File: src/rtl/tomasulo_rsv_station_if.sv
// rtl/tomasulo_rsv_station_if.sv - dispatch, CDB snoop and issue bundle of the reservation station
//
// Purpose: carries every handshake/bus signal between the reservation station
//   and its surroundings (dispatch stage, common data buses, execution unit).
// Modports:
//   master - dispatch source + CDB drivers + execution unit
//            (drives disp_*, cdb_*, iss_rdy; observes disp_rdy, iss_*, occupancy)
//   slave  - the reservation station itself
// Signals:
//   disp_vld/disp_rdy, disp_op, disp_tag, disp_robid, disp_imm, disp_busy, disp_opr
//   cdb_vld, cdb_tag, cdb_wdata (CDB_N buses packed side by side, bus 0 in the low bits)
//   iss_vld/iss_rdy, iss_op, iss_tag, iss_robid, iss_imm, iss_rdata
//   occupancy (valid entries, excluding the issue register)
interface tomasulo_rsv_station_if #(
  parameter int N       = 4,
  parameter int W       = 32,
  parameter int TAG_W   = 5,
  parameter int ROBID_W = 5,
  parameter int OP_W    = 4,
  parameter int CDB_N   = 2
);
  localparam int OCC_W = $clog2(N + 1);

  logic                   disp_vld;
  logic                   disp_rdy;
  logic [OP_W-1:0]        disp_op;
  logic [TAG_W-1:0]       disp_tag;
  logic [ROBID_W-1:0]     disp_robid;
  logic [W-1:0]           disp_imm;
  logic [1:0]             disp_busy;
  logic [2*W-1:0]         disp_opr;

  logic [CDB_N-1:0]       cdb_vld;
  logic [CDB_N*TAG_W-1:0] cdb_tag;
  logic [CDB_N*W-1:0]     cdb_wdata;

  logic                   iss_vld;
  logic                   iss_rdy;
  logic [OP_W-1:0]        iss_op;
  logic [TAG_W-1:0]       iss_tag;
  logic [ROBID_W-1:0]     iss_robid;
  logic [W-1:0]           iss_imm;
  logic [2*W-1:0]         iss_rdata;

  logic [OCC_W-1:0]       occupancy;

  modport master (
    output disp_vld, disp_op, disp_tag, disp_robid, disp_imm, disp_busy, disp_opr,
    output cdb_vld, cdb_tag, cdb_wdata,
    output iss_rdy,
    input  disp_rdy, iss_vld, iss_op, iss_tag, iss_robid, iss_imm, iss_rdata, occupancy
  );

  modport slave (
    input  disp_vld, disp_op, disp_tag, disp_robid, disp_imm, disp_busy, disp_opr,
    input  cdb_vld, cdb_tag, cdb_wdata,
    input  iss_rdy,
    output disp_rdy, iss_vld, iss_op, iss_tag, iss_robid, iss_imm, iss_rdata, occupancy
  );
endinterface

File: src/rtl/tomasulo_rsv_station.sv
// rtl/tomasulo_rsv_station.sv - Tomasulo reservation station with CDB wakeup and oldest-first issue
//
// Purpose: holds dispatched ops until both operands are resolved, snoops CDB_N
//   result buses to resolve pending operands by tag, and issues the oldest ready
//   op through a registered valid/ready stage.
// Ports:
//   clk    - clock, all state on rising edge
//   rst_n  - asynchronous active-low reset
//   flush  - synchronous discard of all entries and the issue register
//   bus    - tomasulo_rsv_station_if.slave (dispatch, CDB snoop, issue, occupancy)
module tomasulo_rsv_station #(
  parameter int N       = 4,
  parameter int W       = 32,
  parameter int TAG_W   = 5,
  parameter int ROBID_W = 5,
  parameter int OP_W    = 4,
  parameter int CDB_N   = 2
) (
  input  logic                  clk,
  input  logic                  rst_n,
  input  logic                  flush,
  tomasulo_rsv_station_if.slave bus
);
  localparam int OCC_W = $clog2(N + 1);
  localparam int IDX_W = $clog2(N);
  localparam logic [OCC_W-1:0] N_OCC = OCC_W'(N);

  // Entry storage
  logic [N-1:0]       vld_q, vld_d;
  logic [1:0]         busy_q  [N];
  logic [1:0]         busy_d  [N];
  logic [W-1:0]       opr_q   [N][2];
  logic [W-1:0]       opr_d   [N][2];
  logic [OP_W-1:0]    op_q    [N];
  logic [OP_W-1:0]    op_d    [N];
  logic [TAG_W-1:0]   tag_q   [N];
  logic [TAG_W-1:0]   tag_d   [N];
  logic [ROBID_W-1:0] robid_q [N];
  logic [ROBID_W-1:0] robid_d [N];
  logic [W-1:0]       imm_q   [N];
  logic [W-1:0]       imm_d   [N];
  // older_q[i][j] = 1 means entry j was dispatched before entry i
  logic [N-1:0]       older_q [N];
  logic [N-1:0]       older_d [N];

  // Issue register
  logic               iss_vld_q, iss_vld_d;
  logic [OP_W-1:0]    iss_op_q, iss_op_d;
  logic [TAG_W-1:0]   iss_tag_q, iss_tag_d;
  logic [ROBID_W-1:0] iss_robid_q, iss_robid_d;
  logic [W-1:0]       iss_imm_q, iss_imm_d;
  logic [2*W-1:0]     iss_rdata_q, iss_rdata_d;

  logic [OCC_W-1:0]   occ_q, occ_d;

  logic [N-1:0]       rdy;
  logic [N-1:0]       gnt;
  logic               any_rdy;
  logic [IDX_W-1:0]   gnt_idx;
  logic [IDX_W-1:0]   alloc_idx;
  logic               disp_rdy;
  logic               disp_fire;
  logic               iss_load;

  // Readiness is taken from registered state only, so a wakeup captured at an
  // edge becomes issuable one cycle later.
  always_comb begin
    rdy       = '0;
    gnt       = '0;
    gnt_idx   = '0;
    alloc_idx = '0;
    for (int i = 0; i < N; i++) begin
      rdy[i] = vld_q[i] & (busy_q[i] == 2'b00);
    end
    // An entry wins when no older entry is also ready; the age matrix is a
    // strict order so at most one bit of gnt is set.
    for (int i = 0; i < N; i++) begin
      gnt[i] = rdy[i] & ~|(rdy & older_q[i]);
    end
    for (int i = N - 1; i >= 0; i--) begin
      if (gnt[i]) gnt_idx = IDX_W'(i);
      if (!vld_q[i]) alloc_idx = IDX_W'(i);
    end
    any_rdy = |rdy;
  end

  assign disp_rdy  = (occ_q < N_OCC) & ~flush;
  assign disp_fire = bus.disp_vld & disp_rdy;
  assign iss_load  = (~iss_vld_q | bus.iss_rdy) & any_rdy;

  always_comb begin
    vld_d       = vld_q;
    busy_d      = busy_q;
    opr_d       = opr_q;
    op_d        = op_q;
    tag_d       = tag_q;
    robid_d     = robid_q;
    imm_d       = imm_q;
    older_d     = older_q;
    iss_vld_d   = iss_vld_q;
    iss_op_d    = iss_op_q;
    iss_tag_d   = iss_tag_q;
    iss_robid_d = iss_robid_q;
    iss_imm_d   = iss_imm_q;
    iss_rdata_d = iss_rdata_q;
    occ_d       = occ_q + OCC_W'(disp_fire) - OCC_W'(iss_load);

    // Wakeup: buses scanned from the top down so the lowest index match wins.
    for (int i = 0; i < N; i++) begin
      for (int k = 0; k < 2; k++) begin
        if (vld_q[i] && busy_q[i][k]) begin
          for (int b = CDB_N - 1; b >= 0; b--) begin
            if (bus.cdb_vld[b] && (bus.cdb_tag[b*TAG_W +: TAG_W] == opr_q[i][k][TAG_W-1:0])) begin
              opr_d[i][k]  = bus.cdb_wdata[b*W +: W];
              busy_d[i][k] = 1'b0;
            end
          end
        end
      end
    end

    if (iss_load) begin
      vld_d[gnt_idx] = 1'b0;
      iss_vld_d      = 1'b1;
      iss_op_d       = op_q[gnt_idx];
      iss_tag_d      = tag_q[gnt_idx];
      iss_robid_d    = robid_q[gnt_idx];
      iss_imm_d      = imm_q[gnt_idx];
      iss_rdata_d    = {opr_q[gnt_idx][1], opr_q[gnt_idx][0]};
    end else if (bus.iss_rdy) begin
      iss_vld_d = 1'b0;
    end

    // The allocated slot was free in registered state, so it never collides
    // with the wakeup or issue updates above.
    if (disp_fire) begin
      vld_d[alloc_idx]   = 1'b1;
      op_d[alloc_idx]    = bus.disp_op;
      tag_d[alloc_idx]   = bus.disp_tag;
      robid_d[alloc_idx] = bus.disp_robid;
      imm_d[alloc_idx]   = bus.disp_imm;
      for (int k = 0; k < 2; k++) begin
        opr_d[alloc_idx][k]  = bus.disp_opr[k*W +: W];
        busy_d[alloc_idx][k] = bus.disp_busy[k];
        if (bus.disp_busy[k]) begin
          for (int b = CDB_N - 1; b >= 0; b--) begin
            if (bus.cdb_vld[b] && (bus.cdb_tag[b*TAG_W +: TAG_W] == bus.disp_opr[k*W +: TAG_W])) begin
              opr_d[alloc_idx][k]  = bus.cdb_wdata[b*W +: W];
              busy_d[alloc_idx][k] = 1'b0;
            end
          end
        end
      end
      // Newcomer is younger than every entry currently held.
      for (int i = 0; i < N; i++) begin
        older_d[i][alloc_idx] = 1'b0;
      end
      older_d[alloc_idx] = vld_q;
    end

    if (flush) begin
      vld_d     = '0;
      iss_vld_d = 1'b0;
      occ_d     = '0;
    end
  end

  always_ff @(posedge clk or negedge rst_n) begin
    if (!rst_n) begin
      vld_q <= '0;
      for (int i = 0; i < N; i++) begin
        busy_q[i]   <= '0;
        opr_q[i][0] <= '0;
        opr_q[i][1] <= '0;
        op_q[i]     <= '0;
        tag_q[i]    <= '0;
        robid_q[i]  <= '0;
        imm_q[i]    <= '0;
        older_q[i]  <= '0;
      end
      iss_vld_q   <= 1'b0;
      iss_op_q    <= '0;
      iss_tag_q   <= '0;
      iss_robid_q <= '0;
      iss_imm_q   <= '0;
      iss_rdata_q <= '0;
      occ_q       <= '0;
    end else begin
      vld_q       <= vld_d;
      busy_q      <= busy_d;
      opr_q       <= opr_d;
      op_q        <= op_d;
      tag_q       <= tag_d;
      robid_q     <= robid_d;
      imm_q       <= imm_d;
      older_q     <= older_d;
      iss_vld_q   <= iss_vld_d;
      iss_op_q    <= iss_op_d;
      iss_tag_q   <= iss_tag_d;
      iss_robid_q <= iss_robid_d;
      iss_imm_q   <= iss_imm_d;
      iss_rdata_q <= iss_rdata_d;
      occ_q       <= occ_d;
    end
  end

  assign bus.disp_rdy  = disp_rdy;
  assign bus.iss_vld   = iss_vld_q;
  assign bus.iss_op    = iss_op_q;
  assign bus.iss_tag   = iss_tag_q;
  assign bus.iss_robid = iss_robid_q;
  assign bus.iss_imm   = iss_imm_q;
  assign bus.iss_rdata = iss_rdata_q;
  assign bus.occupancy = occ_q;
endmodule

File: src/flat_wrapper.sv
// flat-port wrapper written by rule: the top's interface ports become plain ports
module tomasulo_rsv_station_flat 
#(
  parameter int N       = 4,
  parameter int W       = 32,
  parameter int TAG_W   = 5,
  parameter int ROBID_W = 5,
  parameter int OP_W    = 4,
  parameter int CDB_N   = 2
)
  (clk, rst_n, flush, bus_disp_vld, bus_disp_op, bus_disp_tag, bus_disp_robid, bus_disp_imm, bus_disp_busy, bus_disp_opr, bus_cdb_vld, bus_cdb_tag, bus_cdb_wdata, bus_iss_rdy, bus_disp_rdy, bus_iss_vld, bus_iss_op, bus_iss_tag, bus_iss_robid, bus_iss_imm, bus_iss_rdata, bus_occupancy);
  tomasulo_rsv_station_if #(.N(N), .W(W), .TAG_W(TAG_W), .ROBID_W(ROBID_W), .OP_W(OP_W), .CDB_N(CDB_N)) bus_i ();
  input  logic clk;
  input  logic rst_n;
  input  logic flush;
  input wire logic [$bits(bus_i.disp_vld)-1:0] bus_disp_vld;
  input wire logic [$bits(bus_i.disp_op)-1:0] bus_disp_op;
  input wire logic [$bits(bus_i.disp_tag)-1:0] bus_disp_tag;
  input wire logic [$bits(bus_i.disp_robid)-1:0] bus_disp_robid;
  input wire logic [$bits(bus_i.disp_imm)-1:0] bus_disp_imm;
  input wire logic [$bits(bus_i.disp_busy)-1:0] bus_disp_busy;
  input wire logic [$bits(bus_i.disp_opr)-1:0] bus_disp_opr;
  input wire logic [$bits(bus_i.cdb_vld)-1:0] bus_cdb_vld;
  input wire logic [$bits(bus_i.cdb_tag)-1:0] bus_cdb_tag;
  input wire logic [$bits(bus_i.cdb_wdata)-1:0] bus_cdb_wdata;
  input wire logic [$bits(bus_i.iss_rdy)-1:0] bus_iss_rdy;
  output wire logic [$bits(bus_i.disp_rdy)-1:0] bus_disp_rdy;
  output wire logic [$bits(bus_i.iss_vld)-1:0] bus_iss_vld;
  output wire logic [$bits(bus_i.iss_op)-1:0] bus_iss_op;
  output wire logic [$bits(bus_i.iss_tag)-1:0] bus_iss_tag;
  output wire logic [$bits(bus_i.iss_robid)-1:0] bus_iss_robid;
  output wire logic [$bits(bus_i.iss_imm)-1:0] bus_iss_imm;
  output wire logic [$bits(bus_i.iss_rdata)-1:0] bus_iss_rdata;
  output wire logic [$bits(bus_i.occupancy)-1:0] bus_occupancy;
  assign bus_i.disp_vld = bus_disp_vld;
  assign bus_i.disp_op = bus_disp_op;
  assign bus_i.disp_tag = bus_disp_tag;
  assign bus_i.disp_robid = bus_disp_robid;
  assign bus_i.disp_imm = bus_disp_imm;
  assign bus_i.disp_busy = bus_disp_busy;
  assign bus_i.disp_opr = bus_disp_opr;
  assign bus_i.cdb_vld = bus_cdb_vld;
  assign bus_i.cdb_tag = bus_cdb_tag;
  assign bus_i.cdb_wdata = bus_cdb_wdata;
  assign bus_i.iss_rdy = bus_iss_rdy;
  assign bus_disp_rdy = bus_i.disp_rdy;
  assign bus_iss_vld = bus_i.iss_vld;
  assign bus_iss_op = bus_i.iss_op;
  assign bus_iss_tag = bus_i.iss_tag;
  assign bus_iss_robid = bus_i.iss_robid;
  assign bus_iss_imm = bus_i.iss_imm;
  assign bus_iss_rdata = bus_i.iss_rdata;
  assign bus_occupancy = bus_i.occupancy;
  tomasulo_rsv_station #(.N(N), .W(W), .TAG_W(TAG_W), .ROBID_W(ROBID_W), .OP_W(OP_W), .CDB_N(CDB_N)) u_core (.clk(clk), .rst_n(rst_n), .flush(flush), .bus(bus_i));
endmodule
File: config.mk
export PLATFORM = sky130hd
export DESIGN_NAME = tomasulo_rsv_station_flat
export DESIGN_NICKNAME = d
export VERILOG_FILES = /design/src/rtl/tomasulo_rsv_station_if.sv /design/src/rtl/tomasulo_rsv_station.sv /design/src/flat_wrapper.sv
export SDC_FILE = /design/constraint.sdc
export NUM_CORES = 2
export LEC_CHECK = 0
export BUFFER_PORTS_ARGS = -buffer_cell sky130_fd_sc_hd__buf_2
export CAP_MARGIN = 20
export CELL_PAD_IN_SITES_DETAIL_PLACEMENT = 1
export CELL_PAD_IN_SITES_GLOBAL_PLACEMENT = 2
export CORE_MARGIN = 2
export CORE_UTILIZATION = 30
export CTS_BUF_LIST = sky130_fd_sc_hd__clkbuf_4 sky130_fd_sc_hd__clkbuf_8
export DETAILED_ROUTE_END_ITERATION = 7
export GPL_TIMING_DRIVEN = 0
export PLACE_DENSITY_LB_ADDON = 0.1
export SYNTH_ARGS = -nofsm -noshare
export SYNTH_HDL_FRONTEND = slang
export SYNTH_SLANG_ARGS = --single-unit
export TNS_END_PERCENT = 1
File: constraint.sdc
create_clock -name clk -period 4.5 [get_ports clk]
set_clock_uncertainty 0.2 [all_clocks]
set_input_delay 0.45 -clock clk [delete_from_list [all_inputs] [get_ports clk]]
set_output_delay 0.45 -clock clk [all_outputs]
set_load 0.005 [all_outputs]
==> flow_metrics.env <==
export IMPL_p_sw_share_pct=34.1
export IMPL_floorplan_die_width_um=337
export IMPL_syn_cell_area_um2=33300
export IMPL_design_area_um2=40600
export IMPL_start_kind="register"
export IMPL_ant_nets=0
export IMPL_cp_max_fo=10
export IMPL_peakVddDrop_v=0.000228
export IMPL_wl_per_cell_um=31.0
export IMPL_syn_mean_instance_area_um2=9.06
export IMPL_tritoncts="done"
export IMPL_power_frac_seq_pct=42.3
export IMPL_drc_errors=0
export IMPL_worst_slew_pin_slew_ns=1.25
export IMPL_cts_buffers=116
export IMPL_setup_tns_ns=0
export IMPL_worstPathArrival_ns=4.96
export IMPL_p_int_w=0.0120
export IMPL_wirelength_met1_um=82400
export IMPL_met3_length_um=12700
export IMPL_hp_class="input port to register"
export IMPL_gr_total_overflow=0
export IMPL_clockRootBuffer="clkbuf_8"
export IMPL_viasPerCell=5.68
export IMPL_initial_utilization_pct=30.2
export IMPL_dp_hpwl_um=126000
export IMPL_drv_cap=0
export IMPL_antenna_found_initial=21
export IMPL_area_growth_synth_to_final_pct=21.9
export IMPL_synth_nets=3872
export IMPL_power_switching_w=0.00620
export IMPL_cts_sinks=582
export IMPL_die_height_um=337
export IMPL_htree_levels=3
export IMPL_drt_total_wl_um=179000
export IMPL_final_hold_viol_count=0
export IMPL_synth_most_common_cell="nand2_1"
export IMPL_rows=122
export IMPL_drv_slew=0
export IMPL_ios=308
export IMPL_synth_edff_count=0
export IMPL_synth_cell_types=77
export IMPL_io_buffers=234
export IMPL_max_freq_ghz=0.224
export IMPL_grt_pass1_vias=33705
export IMPL_ys_async_sr_fraction_pct=100
export IMPL_postPlaceCellArea_um2=36600
export IMPL_power_density_nw_per_um2=449
export IMPL_clock_path_buffers=3
export IMPL_cp_end_kind="register"
export IMPL_synth_seq_area_share_pct=43.8
export IMPL_grt_pass1_wl_um=253000
export IMPL_synth_compound_area_share_pct=19.2
export IMPL_rsz0062_at_grt="no"
export IMPL_yosysTopAreaCell="dfrtp_1"
export IMPL_utilization_pct=36.8
export IMPL_setup_violations=0
export IMPL_synth_fa_ha_area_share_pct=0.135
export IMPL_layout_drive_gt1_share_pct=17.7
export IMPL_power_total_w=0.0182
export IMPL_placed_cells=5411
export IMPL_worstSetupPathType="register to register"
export IMPL_core_area_um2=110000
export IMPL_gp_congestion=0.922
export IMPL_pwr_share_clk_pct=33.2
export IMPL_final_period_utilization_pct=99.4
export IMPL_topRoutingLayerUsed="met5"
export IMPL_synth_top_family_by_area="compound AO/OA/AOI/OAI gates"
export IMPL_syn_inst=3676
export IMPL_synthXorXnorAreaFrac_pct=2.68
export IMPL_synthMuxAreaShare_pct=12.7
export IMPL_period_needed_ns=4.47
export IMPL_drtIter0Drc=2826
export IMPL_leakagePower_nw=17.9
export IMPL_synthTopCellsByArea="dfrtp_1 44%, nand2_1 9.2%, mux2i_1 7.9%, mux2_2 4.8%, a22oi_1 4.2%"
export IMPL_cp_required_ns=4.99
export IMPL_p_comb_share_pct=24.5
export IMPL_synthFlopType="dfrtp_1"
export IMPL_fin_cells=5769
export IMPL_clk_latency_ns=0.83
export IMPL_yosys_area_share_simple_pct=15.9
export IMPL_grt_max_degree=112
export IMPL_firstDrtPassIters=5
export IMPL_yosysTopAreaCellShare_pct=43.8
export IMPL_timing_slew_headroom_pct=16.4
export IMPL_num_vias=32758
export IMPL_path_clk_slew_ns=0.06
export IMPL_dr_wl_met2_um=77300
export IMPL_yosys_warnings=0
export IMPL_grtUsageTotal_pct=31.0
export IMPL_die_area_um2=114000
export IMPL_status="completed"
export IMPL_netlist_top_cells_count="812 x nand2_1, 582 x dfrtp_1, 262 x mux2i_1"
export IMPL_num_nets_final=4383
export IMPL_ys_seq_elements=582
logic make-up after synthesis:
kind of cell / Yosys count
AND/OR/NAND/NOR: 1233
flip-flops: 582
buffers and inverters: 426
XOR/XNOR: 102
AO/OA/AOI/OAI: 924
multiplexers: 406
adder cells (fa/ha/maj): 3
power groups by stage:
stage | sequential (W) | clock (W) | combinational, W
6_report | 0.00769 | 0.00605 | 0.00446
4_1_cts | 0.00767 | 0.00617 | 0.00447
3_5_place_dp | 0.00775 | 0 | 0.00434
5_1_grt | 0.00784 | 0.00638 | 0.00492
2_1_floorplan | 0.00740 | 0 | 0.00258
3_3_place_gp | 0.00774 | 0 | 0.00423
critical path, stage by stage, from the launching register on:
cell	delay, ns
dfrtp_1	0.34
clkbuf_1	0.53
inv_1	0.29
nor3_1	0.73
nand2_1	0.55
nor2_1	0.65
clkbuf_1	0.72
a22oi_1	0.18
o21ai_0	0.16
placed cells by master (no fill, tap or decap), types with 11 or more instances in the layout:
cell type and n:
nand2_1 812, dfrtp_1 582, buf_2 332, mux2i_1 262
clkbuf_1 247, nor2_1 193, a22oi_1 186, o21ai_0 185
o22ai_1 170, mux2_2 142, dlygate4sd3_1 141, clkbuf_8 136
o211ai_1 119, o221ai_1 115, xnor2_1 55, clkbuf_4 53
xor2_1 47, inv_1 44, and3_1 37, nand3_1 37
nor2b_1 34, a211oi_1 32, a21oi_1 25, o21ai_1 22
nor4_1 15, buf_6 15, nor3_1 14, nor4bb_1 12
nand4_1 12, and2_1 11, buf_1 11, o211ai_2 11
flip-flops by register name (all words and copies together), names as in the netlist, 4 cells and up, named ones only:
| signal | count |
|---|---|
| u_core.bus.iss_rdata | 64 |
| u_core.busy_q | 8 |
| u_core.robid_q | 20 |
| u_core.bus.iss_imm | 32 |
| u_core.bus.iss_op | 4 |
| u_core.imm_q | 128 |
| u_core.op_q | 16 |
| u_core.tag_q | 20 |
| u_core.bus.iss_tag | 5 |
| u_core.opr_q | 256 |
| u_core.vld_q | 4 |
| u_core.bus.iss_robid | 5 |
| u_core.older_q | 12 |
routing by layer:
metal | vias to the layer above | global-route usage, %
met4 | 8 | 11.7
met3 | 326 | 5.93
met5 | - | 0
met1 | 16947 | 44.1
met2 | 1265 | 46.4
li1 | 14212 | -
final cells by class:
type                    instances  area (um2)
plain buffers                 380        1680
multi-input cells            2668       16900
flip-flops and latches        582       14600
inverters                      46         173
clock buffers                 189        2270
diodes                          9        22.5
clock inverters                14         199
repair buffers                393        2920
fillers                     12887       69800
well taps                    1488        1860
path summary, 6_finish.rpt:
check	startpoint	endpoint	slack, ns	cells after the start
max	u_core.vld_q[2]	u_core.opr_q[19]	0.03	8
min	bus_cdb_wdata[47]	u_core.opr_q[15]	0.07	3
max reg2reg	u_core.vld_q[2]	u_core.opr_q[19]	0.03	8
min reg2reg	u_core.imm_q[31]	u_core.imm_q[31]	0.27	2
max in group asynchronous	rst_n	u_core.bus.iss_op[1]	2.45	5
min in group asynchronous	rst_n	u_core.opr_q[87]	0.54	4
metrics by stage:
step	hold WS [ns]	setup WS [ns]
3_3_place_gp	0.257	-11.34
4_1_cts	0.000858	0.134
5_1_grt	0.0903	0.110
2_1_floorplan	-0.0456	1.60
3_5_place_dp	0.177	-0.0903
6_report	0.0692	0.0272
repair_timing:
item	in CTS	in global routing
gates resized for setup	0	0
hold buffers	142	0
setup buffers	0	0
hold endpoints to repair	560	0
(Power assumes the default switching activity.)
